===== config.mk =====
export PLATFORM = sky130hd
export DESIGN_NAME = sad_buf_fill_ctrl
export DESIGN_NICKNAME = d
export VERILOG_FILES = /design/src/rtl/sad_buf_fill_ctrl.sv
export SDC_FILE = /design/constraint.sdc
export NUM_CORES = 1
export LEC_CHECK = 0
export ABC_CLOCK_PERIOD_IN_PS = 7600
export CAP_MARGIN = 40
export CORE_MARGIN = 4
export CORE_UTILIZATION = 48
export DETAILED_ROUTE_END_ITERATION = 8
export GPL_ROUTABILITY_DRIVEN = 0
export GPL_TIMING_DRIVEN = 0
export PLACE_DENSITY = 0.95
export SLEW_MARGIN = 20
export SYNTH_ARGS = -nofsm -noshare
export SYNTH_HDL_FRONTEND = slang
export SYNTH_SLANG_ARGS = --single-unit

===== constraint.sdc =====
create_clock -name Clk -period 7.6 [get_ports Clk]
set_input_delay 1.52 -clock Clk [delete_from_list [all_inputs] [get_ports Clk]]
set_output_delay 1.52 -clock Clk [all_outputs]
set_load 0.005 [all_outputs]

===== src/rtl/sad_buf_fill_ctrl.sv =====
// SAD window/frame buffer refill sequencer: streams words from data memory into
// one buffer at a time and keeps the per-buffer valid flags for decode hazards.
module sad_buf_fill_ctrl #(
    parameter  int NUM_BUF = 4,
    parameter  int DEPTH   = 16,
    parameter  int ADDR_W  = 32,
    localparam int IDX_W   = $clog2(NUM_BUF),
    localparam int LEN_W   = $clog2(DEPTH + 1)
) (
    input  logic              Clk,
    input  logic              Reset_n,
    // Command handshake: a command transfers on a cycle with cmd_valid && cmd_ready;
    // the source holds cmd_valid and its payload stable until that cycle.
    input  logic              cmd_valid,
    output logic              cmd_ready,
    input  logic [IDX_W-1:0]  cmd_buf,
    input  logic [ADDR_W-1:0] cmd_addr,
    input  logic [LEN_W-1:0]  cmd_len,
    output logic              mem_req,
    output logic [ADDR_W-1:0] mem_addr,
    input  logic              mem_gnt,
    input  logic              mem_rvalid,
    input  logic [31:0]       mem_rdata,
    output logic              buf_we,
    output logic [IDX_W-1:0]  buf_sel,
    output logic [LEN_W-1:0]  buf_waddr,
    output logic [31:0]       buf_wdata,
    input  logic [NUM_BUF-1:0] buf_consume,
    output logic [NUM_BUF-1:0] buf_valid,
    output logic              all_buf_flags,
    output logic              busy,
    output logic [1:0]        o_dbg_state
);

    typedef enum logic [1:0] {
        S_IDLE  = 2'd0,
        S_ISSUE = 2'd1,
        S_WAIT  = 2'd2,
        S_DONE  = 2'd3
    } state_t;

    state_t              r_state;
    state_t              w_next_state;

    logic [IDX_W-1:0]    r_buf;
    logic [ADDR_W-1:0]   r_base;
    logic [LEN_W-1:0]    r_len;
    logic [LEN_W-1:0]    r_count;

    logic                r_we;
    logic [IDX_W-1:0]    r_sel;
    logic [LEN_W-1:0]    r_waddr;
    logic [31:0]         r_wdata;

    logic [NUM_BUF-1:0]  r_valid;
    logic                r_all;

    logic [LEN_W-1:0]    w_len_clip;
    logic                w_accept;
    logic                w_wr_fire;
    logic                w_done;
    logic                w_last;
    logic [ADDR_W-1:0]   w_word_addr;
    logic [NUM_BUF-1:0]  w_valid_next;
    logic                w_unused;

    // Byte-offset bits of the base address never reach the memory port.
    assign w_unused    = ^cmd_addr[1:0];

    assign w_len_clip  = (cmd_len > LEN_W'(DEPTH)) ? LEN_W'(DEPTH) : cmd_len;
    assign w_accept    = (r_state == S_IDLE) && cmd_valid;
    assign w_wr_fire   = (r_state == S_WAIT) && mem_rvalid;
    assign w_done      = (r_state == S_DONE);
    assign w_last      = (r_count == r_len - LEN_W'(1));
    assign w_word_addr = r_base + (ADDR_W'(r_count) << 2);

    // State register
    always_ff @(posedge Clk) begin
        if (!Reset_n) begin
            r_state <= S_IDLE;
        end else begin
            r_state <= w_next_state;
        end
    end

    // Next-state logic
    always_comb begin
        w_next_state = r_state;
        case (r_state)
            S_IDLE: begin
                if (cmd_valid) begin
                    w_next_state = (w_len_clip == '0) ? S_DONE : S_ISSUE;
                end
            end
            S_ISSUE: begin
                if (mem_gnt) begin
                    w_next_state = S_WAIT;
                end
            end
            S_WAIT: begin
                if (mem_rvalid) begin
                    w_next_state = w_last ? S_DONE : S_ISSUE;
                end
            end
            S_DONE:  w_next_state = S_IDLE;
            default: w_next_state = S_IDLE;
        endcase
    end

    // State-decoded outputs
    always_comb begin
        cmd_ready = 1'b0;
        busy      = 1'b1;
        mem_req   = 1'b0;
        case (r_state)
            S_IDLE: begin
                cmd_ready = 1'b1;
                busy      = 1'b0;
            end
            S_ISSUE: mem_req = 1'b1;
            default: mem_req = 1'b0;
        endcase
    end

    assign mem_addr = mem_req ? w_word_addr : '0;

    // Command latch and word counter
    always_ff @(posedge Clk) begin
        if (!Reset_n) begin
            r_buf   <= '0;
            r_base  <= '0;
            r_len   <= '0;
            r_count <= '0;
        end else if (w_accept) begin
            r_buf   <= cmd_buf;
            r_base  <= {cmd_addr[ADDR_W-1:2], 2'b00};
            r_len   <= w_len_clip;
            r_count <= '0;
        end else if (w_wr_fire) begin
            r_count <= r_count + LEN_W'(1);
        end
    end

    // Buffer write port: one registered strobe per returned word
    always_ff @(posedge Clk) begin
        if (!Reset_n) begin
            r_we    <= 1'b0;
            r_sel   <= '0;
            r_waddr <= '0;
            r_wdata <= '0;
        end else begin
            r_we <= w_wr_fire;
            if (w_wr_fire) begin
                r_sel   <= r_buf;
                r_waddr <= r_count;
                r_wdata <= mem_rdata;
            end
        end
    end

    // A DONE set is applied after the consume clear so it wins on the same bit.
    always_comb begin
        w_valid_next = r_valid & ~buf_consume;
        if (w_accept) begin
            w_valid_next[cmd_buf] = 1'b0;
        end
        if (w_done) begin
            w_valid_next[r_buf] = 1'b1;
        end
    end

    always_ff @(posedge Clk) begin
        if (!Reset_n) begin
            r_valid <= '0;
            r_all   <= 1'b0;
        end else begin
            r_valid <= w_valid_next;
            r_all   <= &w_valid_next;
        end
    end

    assign buf_we        = r_we;
    assign buf_sel       = r_sel;
    assign buf_waddr     = r_waddr;
    assign buf_wdata     = r_wdata;
    assign buf_valid     = r_valid;
    assign all_buf_flags = r_all;
    assign o_dbg_state   = r_state;

endmodule


# Word-level counts from Yosys, hierarchy flattened
# Cells that the tools add are included.
totals:
  regBits: 89
  output_inout_bits: 82
  wordCells: 58
op_classes:
  add_sub_neg: 3
  n_lt_le_gt_ge: 5
  eq_ne: 7
  muxes: 17
  bitwise_logic: 6
  reduce_logical: 9
ops:
  columns: ["op", "count"]
  rows:
  - ["32-bit by 7-bit adder with 32-bit output", 1]
  - ["32-bit 2-to-1 mux", 1]
  - ["2-bit 2-to-1 mux", 5]
  - ["4-bit bitwise AND", 2]
  - ["4-bit 2-to-1 mux", 2]
  - ["4-bit NOT", 2]
  - ["2-bit case mux with 4 select lines", 1]
  - ["2-bit by 3-bit less-than comparator with 1-bit output (second input constant)", 2]
  - ["2-bit inequality test (second input constant)", 3]
  - ["5-bit by 1-bit adder with 5-bit output (second input constant)", 1]
  - ["5-bit == test", 1]
  - ["5-bit greater-than comparator (second input constant)", 1]
  - ["5-bit zero test", 1]
  - ["1-bit 2-to-1 mux", 5]
  - ["5-bit 2-to-1 mux", 1]
  - ["5-bit by 1-bit subtractor with 5-bit output (second input constant)", 1]
  - ["1-bit demux with 2-bit select", 2]
  - ["2-bit == test (second input constant)", 2]
  - ["2-bit by 1-bit >= comparator with 1-bit output (second input constant)", 2]
  - ["1-bit logical AND", 4]
  - ["4-bit OR", 1]
  - ["4-bit AND reduction", 1]
  - ["3-bit AND reduction", 1]
  - ["2-bit by 1-bit == test with 1-bit output (second input constant)", 1]
  - ["other kinds (3)", 3]

# Depth between registers and ports, before layout
logic_depth:
  word_depth: 10
  ltp_mapped: 9
  mapped_depth_nobuf: 8

# Worst setup path after synthesis
# No wires, ideal clock.
synth_timing:
  path_type: "reg2out"
  start: "register r_count[0]"
  end: "output mem_addr[30]"
  arrival_ns: 2.150
  required_time_ns: 6.080
  slack_ns: 3.930
  path_stages_with_launch: 10
  n_path_buf: 1
  path_cell_list: "dfxtp_1 > ha_1 > inv_1 > fa_1 > nor2b_1 > o31a_1 > clkbuf_1 > nor2_1 > or3_1 > a21oi_1"
synth_via:
  elab_chain_len: 2
synth_rtl:
  columns: ["element", "line_no", "text"]
  rows:
  - ["start: declaration", "48", "logic [LEN_W-1:0] r_count;"]
  - ["start signal: assignment", "140", "r_count <= r_count + LEN_W'(1);"]
  - ["32-bit by 7-bit adder with 32-bit output", "75", "assign w_word_addr = r_base + (ADDR_W'(r_count) << 2);"]
  - ["32-bit 2-to-1 mux", "125", "assign mem_addr = mem_req ? w_word_addr : '0;"]
  - ["end: declaration", "20", "output logic [ADDR_W-1:0] mem_addr,"]
# No other way between the ends.

# Final worst setup path
# Same ends and word-level chain as after synthesis.

==> results.md <==
Route
• 14.9 um — detail-routed net length per standard cell
• 213 — DRT iter0 DRCs
• 5 — iteration count of the initial detailed-routing pass
• 4472 — total via count after detailed routing
• 0 — Post-route DRC
• 0 — Post-DRT Antenna Nets
• 12.7 mm — post-detailed-routing wire length
• 5.28 — per-cell via count in the routed design

GRT
• 0 — Remaining Overflow, GRT
• 23.2% — GR Util All Layers
• 0 — initial antenna violation count
• 16 — maximum number of pins on one net before global-route repair
• 4554 — number of global-route vias before repair
• 21.0 mm — global-route wire length before repair

Setup path
• sky130_fd_sc_hd__clkdlybuf4s50_1 — Worst path slowest cell
• output port — kind of capture point of the worst setup path
• flip-flop to output port — category of the critical setup timing path
• 10 — maximum fanout along the worst path
• ha_1 > inv_1 > fa_1 > nor2b_1 > o31a_1 > clkbuf_1 > nor2_1 > or3_1 > a21oi_1 > clkdlybuf4s50_1 — cell breakdown of the critical path
• 3 — crit path buf inv count
• 6.08 ns — Worst EP required
• r_count[0]$_SDFFE_PP0P_ — beginning of the critical path
• 0.53 ns — max incr delay on CP
• flip-flop — nature of the critical path startpoint
• o_dbg_state[0]$_SDFFE_PN0P_ — reg2reg start
• 3.47 ns — data arrival at the endpoint of the critical path
• buffers and inverters — Top delay family on crit path

STA
• 65.6% — Tcrit/Tclk final
• 52.7% — relative max-transition margin
• 2.61 ns — slack of the critical path
• 0.692 ns — measured slew at the worst slew-check pin
• 0 — number of hold violations in the final report
• 0 ns — final total negative setup slack
• 0 — final-report max-slew violation count
• 201 MHz — highest clock frequency the design can meet
• 0.0103 ns — final clock skew
• 0.465 ns — hold_ws
• 0 — Setup violations, final
• no — setup repair after global routing missed its margin
• 4.99 ns — clock period minus worst slack

Power
• 2.16 nW — Leak
• 32.0% — clock share of power
• 163 nW/um^2 — ratio of total power to cell area
• 0.000102 V — VDD IR-drop max
• 0.000756 W — internal power contribution
• 0.000284 W — switching power
• 49.4% — Seq pwr share
• 27.3% — switching share of total power
• 18.6% — Logic pwr share

Logic synthesis
• 40.1% — sequential share of the synthesized area
• 49 — count of cell types in the netlist
• 7.87 um^2 — Mapped Avg Cell Area
• 0% — fraction of registers with async set or reset after synthesis
• 89 — flip-flop and latch count after synthesis
• 565 — Post-Synthesis Cells
• sky130_fd_sc_hd__dfxtp_1 — main flop type after synthesis
• 0 — warning count from the yosys run
• 4450 um^2 — summed instance area of the synthesized netlist
• 0 — Post-synth EDFFs

Placed design
• 10.1 mm — dpl hpwl
• 3.03 ns — worst setup timing slack at the placement stage
• 6160 um^2 — instance area after placement
• 157 — number of port buffers
• 831 — cell count after placement

Min path
• flip-flop to flip-flop — class of the worst hold path
• buf_sel[1]$_SDFFE_PN0P_ — source of the worst hold timing path

Clock tree
• yes — TritonCTS clock tree
• 9 — clock buffers created by TritonCTS
• 0 — post-cts gate resize count
• 0.35 ns — Worst-Skew Late Latency
• sky130_fd_sc_hd__clkbuf_8 — root buffer cell
• 0.08 ns — clock input transition at the sequential cells of the worst setup and hold paths
• 2 — number of buffers on the longest clock path
• 0 — number of hold buffers added after CTS
• 89 — TritonCTS sink count
• 3 — count of H-tree levels built during CTS
• 0 — Setup Buffers After CTS

Final layout
• sky130_fd_sc_hd__nand2_1 (159), sky130_fd_sc_hd__clkdlybuf4s50_1 (157), sky130_fd_sc_hd__dfxtp_1 (89), sky130_fd_sc_hd__a21boi_0 (71), sky130_fd_sc_hd__nor2_1 (43) — most frequent cells in the layout
• 6360 um^2 — post-route design area
• 847 — Final Non-Filler Cells
• 822 — nets@finish
• sky130_fd_sc_hd__nand2_1 — leading cell type in the layout, fill and taps excluded
• 0 — n_diodes
• 4.19% — layout cell share with drive strength beyond 1
• 670 — fill cell total of the finished layout
• 43.0% — area delta synth->final

Floorplan
• 162 — I/O pin count
• 10900 um^2 — Die Outline Area
• 104 um — die boundary width
• 8850 um^2 — Placeable Area
• 104 um — height of the die
• 34 — standard-cell row count
• 50.3% — Starting Density

Outcome
• complete, no violations — result of the run

Flow run
• 0 — # Max-Cap Violations

worst register-to-register path, delay by kind of cell (launching register included):
family,cells,cell delay (ns)
simple gates,2,0.66
compound gates,2,0.50
buf+inv,2,0.40
flops,1,0.33
power groups by stage:
stage | combinational, W | sequential (W) | clock, W
after floorplan | 0.0000935 | 0.000519 | 0
after global placement | 0.000187 | 0.000522 | 0
after detailed placement | 0.000192 | 0.000524 | 0
after CTS | 0.000194 | 0.000513 | 0.000342
after global routing | 0.000215 | 0.000517 | 0.000359
final | 0.000193 | 0.000513 | 0.000333
path summary, 6_finish.rpt:
path	to	slack (ns)	cells past startpoint
worst max-delay path	mem_addr[30]	2.61	10
worst min-delay path	buf_sel[1]$_SDFFE_PN0P_	0.46	2
worst min register to register	buf_sel[1]$_SDFFE_PN0P_	0.46	2
worst max register to register	buf_valid[0]$_SDFF_PN0_	5.60	6
synth_stat cells, types with 2 or more instances:
library cell | n | area (um^2)
sky130_fd_sc_hd__a21boi_0 | 71 | 533
sky130_fd_sc_hd__and4_1 | 2 | 17.5
sky130_fd_sc_hd__buf_2 | 5 | 25.0
sky130_fd_sc_hd__and3_1 | 2 | 12.5
sky130_fd_sc_hd__xor2_1 | 13 | 114
sky130_fd_sc_hd__and2_1 | 3 | 18.8
sky130_fd_sc_hd__nand2_1 | 159 | 597
sky130_fd_sc_hd__inv_1 | 16 | 60.1
sky130_fd_sc_hd__o211ai_1 | 4 | 30.0
sky130_fd_sc_hd__buf_4 | 2 | 15.0
sky130_fd_sc_hd__a2111oi_2 | 2 | 30.0
sky130_fd_sc_hd__or3_1 | 2 | 12.5
sky130_fd_sc_hd__ha_1 | 7 | 87.6
sky130_fd_sc_hd__nor3_1 | 4 | 20.0
sky130_fd_sc_hd__a31oi_1 | 2 | 12.5
sky130_fd_sc_hd__nor3b_1 | 6 | 45.0
sky130_fd_sc_hd__nand3_1 | 4 | 20.0
sky130_fd_sc_hd__o21a_1 | 5 | 37.5
sky130_fd_sc_hd__nand4_1 | 8 | 50.1
sky130_fd_sc_hd__o2111ai_1 | 3 | 26.3
sky130_fd_sc_hd__nor4_1 | 2 | 12.5
sky130_fd_sc_hd__dfxtp_1 | 89 | 1780
sky130_fd_sc_hd__clkbuf_1 | 25 | 93.8
sky130_fd_sc_hd__xnor2_1 | 20 | 175
sky130_fd_sc_hd__o21ai_0 | 6 | 30.0
sky130_fd_sc_hd__nor2_1 | 43 | 161
sky130_fd_sc_hd__nor2b_1 | 11 | 68.8
sky130_fd_sc_hd__a21oi_1 | 16 | 80.1
sky130_fd_sc_hd__nand2b_1 | 5 | 31.3
sky130_fd_sc_hd__buf_1 | 5 | 18.8
sky130_fd_sc_hd__a211oi_1 | 5 | 37.5
kinds of logic (layout without fill, tap and decap cells):
family          after synthesis  count (layout)  share of synthesized area (%)
other cells                   1               2                         0.0843
buf+inv                      53             226                           4.78
simple gates                257             257                           25.4
compound gates              124             124                           20.7
fa+ha+maj                     8               8                           2.42
xor+xnor                     33              33                           6.50
flops                        89              89                           40.1
state kept, by name, summed over array words and instances, names as in the netlist, 2 cells and up:
register,cells
buf_sel,2
buf_valid,4
buf_waddr,5
buf_wdata,32
o_dbg_state,2
r_base,30
r_buf,2
r_count,5
r_len,5
through the flow:
step                      utilization (%)  total power, W
after detailed placement             69.6        0.000716
final                                71.9         0.00104
after CTS                            71.9         0.00105
after global routing                 71.9         0.00109
after floorplan                         -        0.000612
after global placement               69.6        0.000709
final cells by class:
class,count,area (um^2),area share (%)
buffer,37,153,2.40
inverter,16,60.1,0.944
sequential,89,1780,28.0
tap,108,135,2.12
clock inverter,6,66.3,1.04
multi-input combinational,424,2460,38.6
clock buffer,10,138,2.16
timing repair buffer,157,1570,24.7
layer usage:
| metal | track usage [%] | routed length (um) | share of wire, % |
|---|---|---|---|
| met1 | 25.2 | 4820 | 38 |
| met2 | 41.4 | 6270 | 50 |
| met3 | 8.50 | 1380 | 11 |
| met4 | 8.17 | 181 | 1.4 |
| met5 | 0 | 0 | 0 |
No activity file was read; power rests on OpenSTA's default activity.
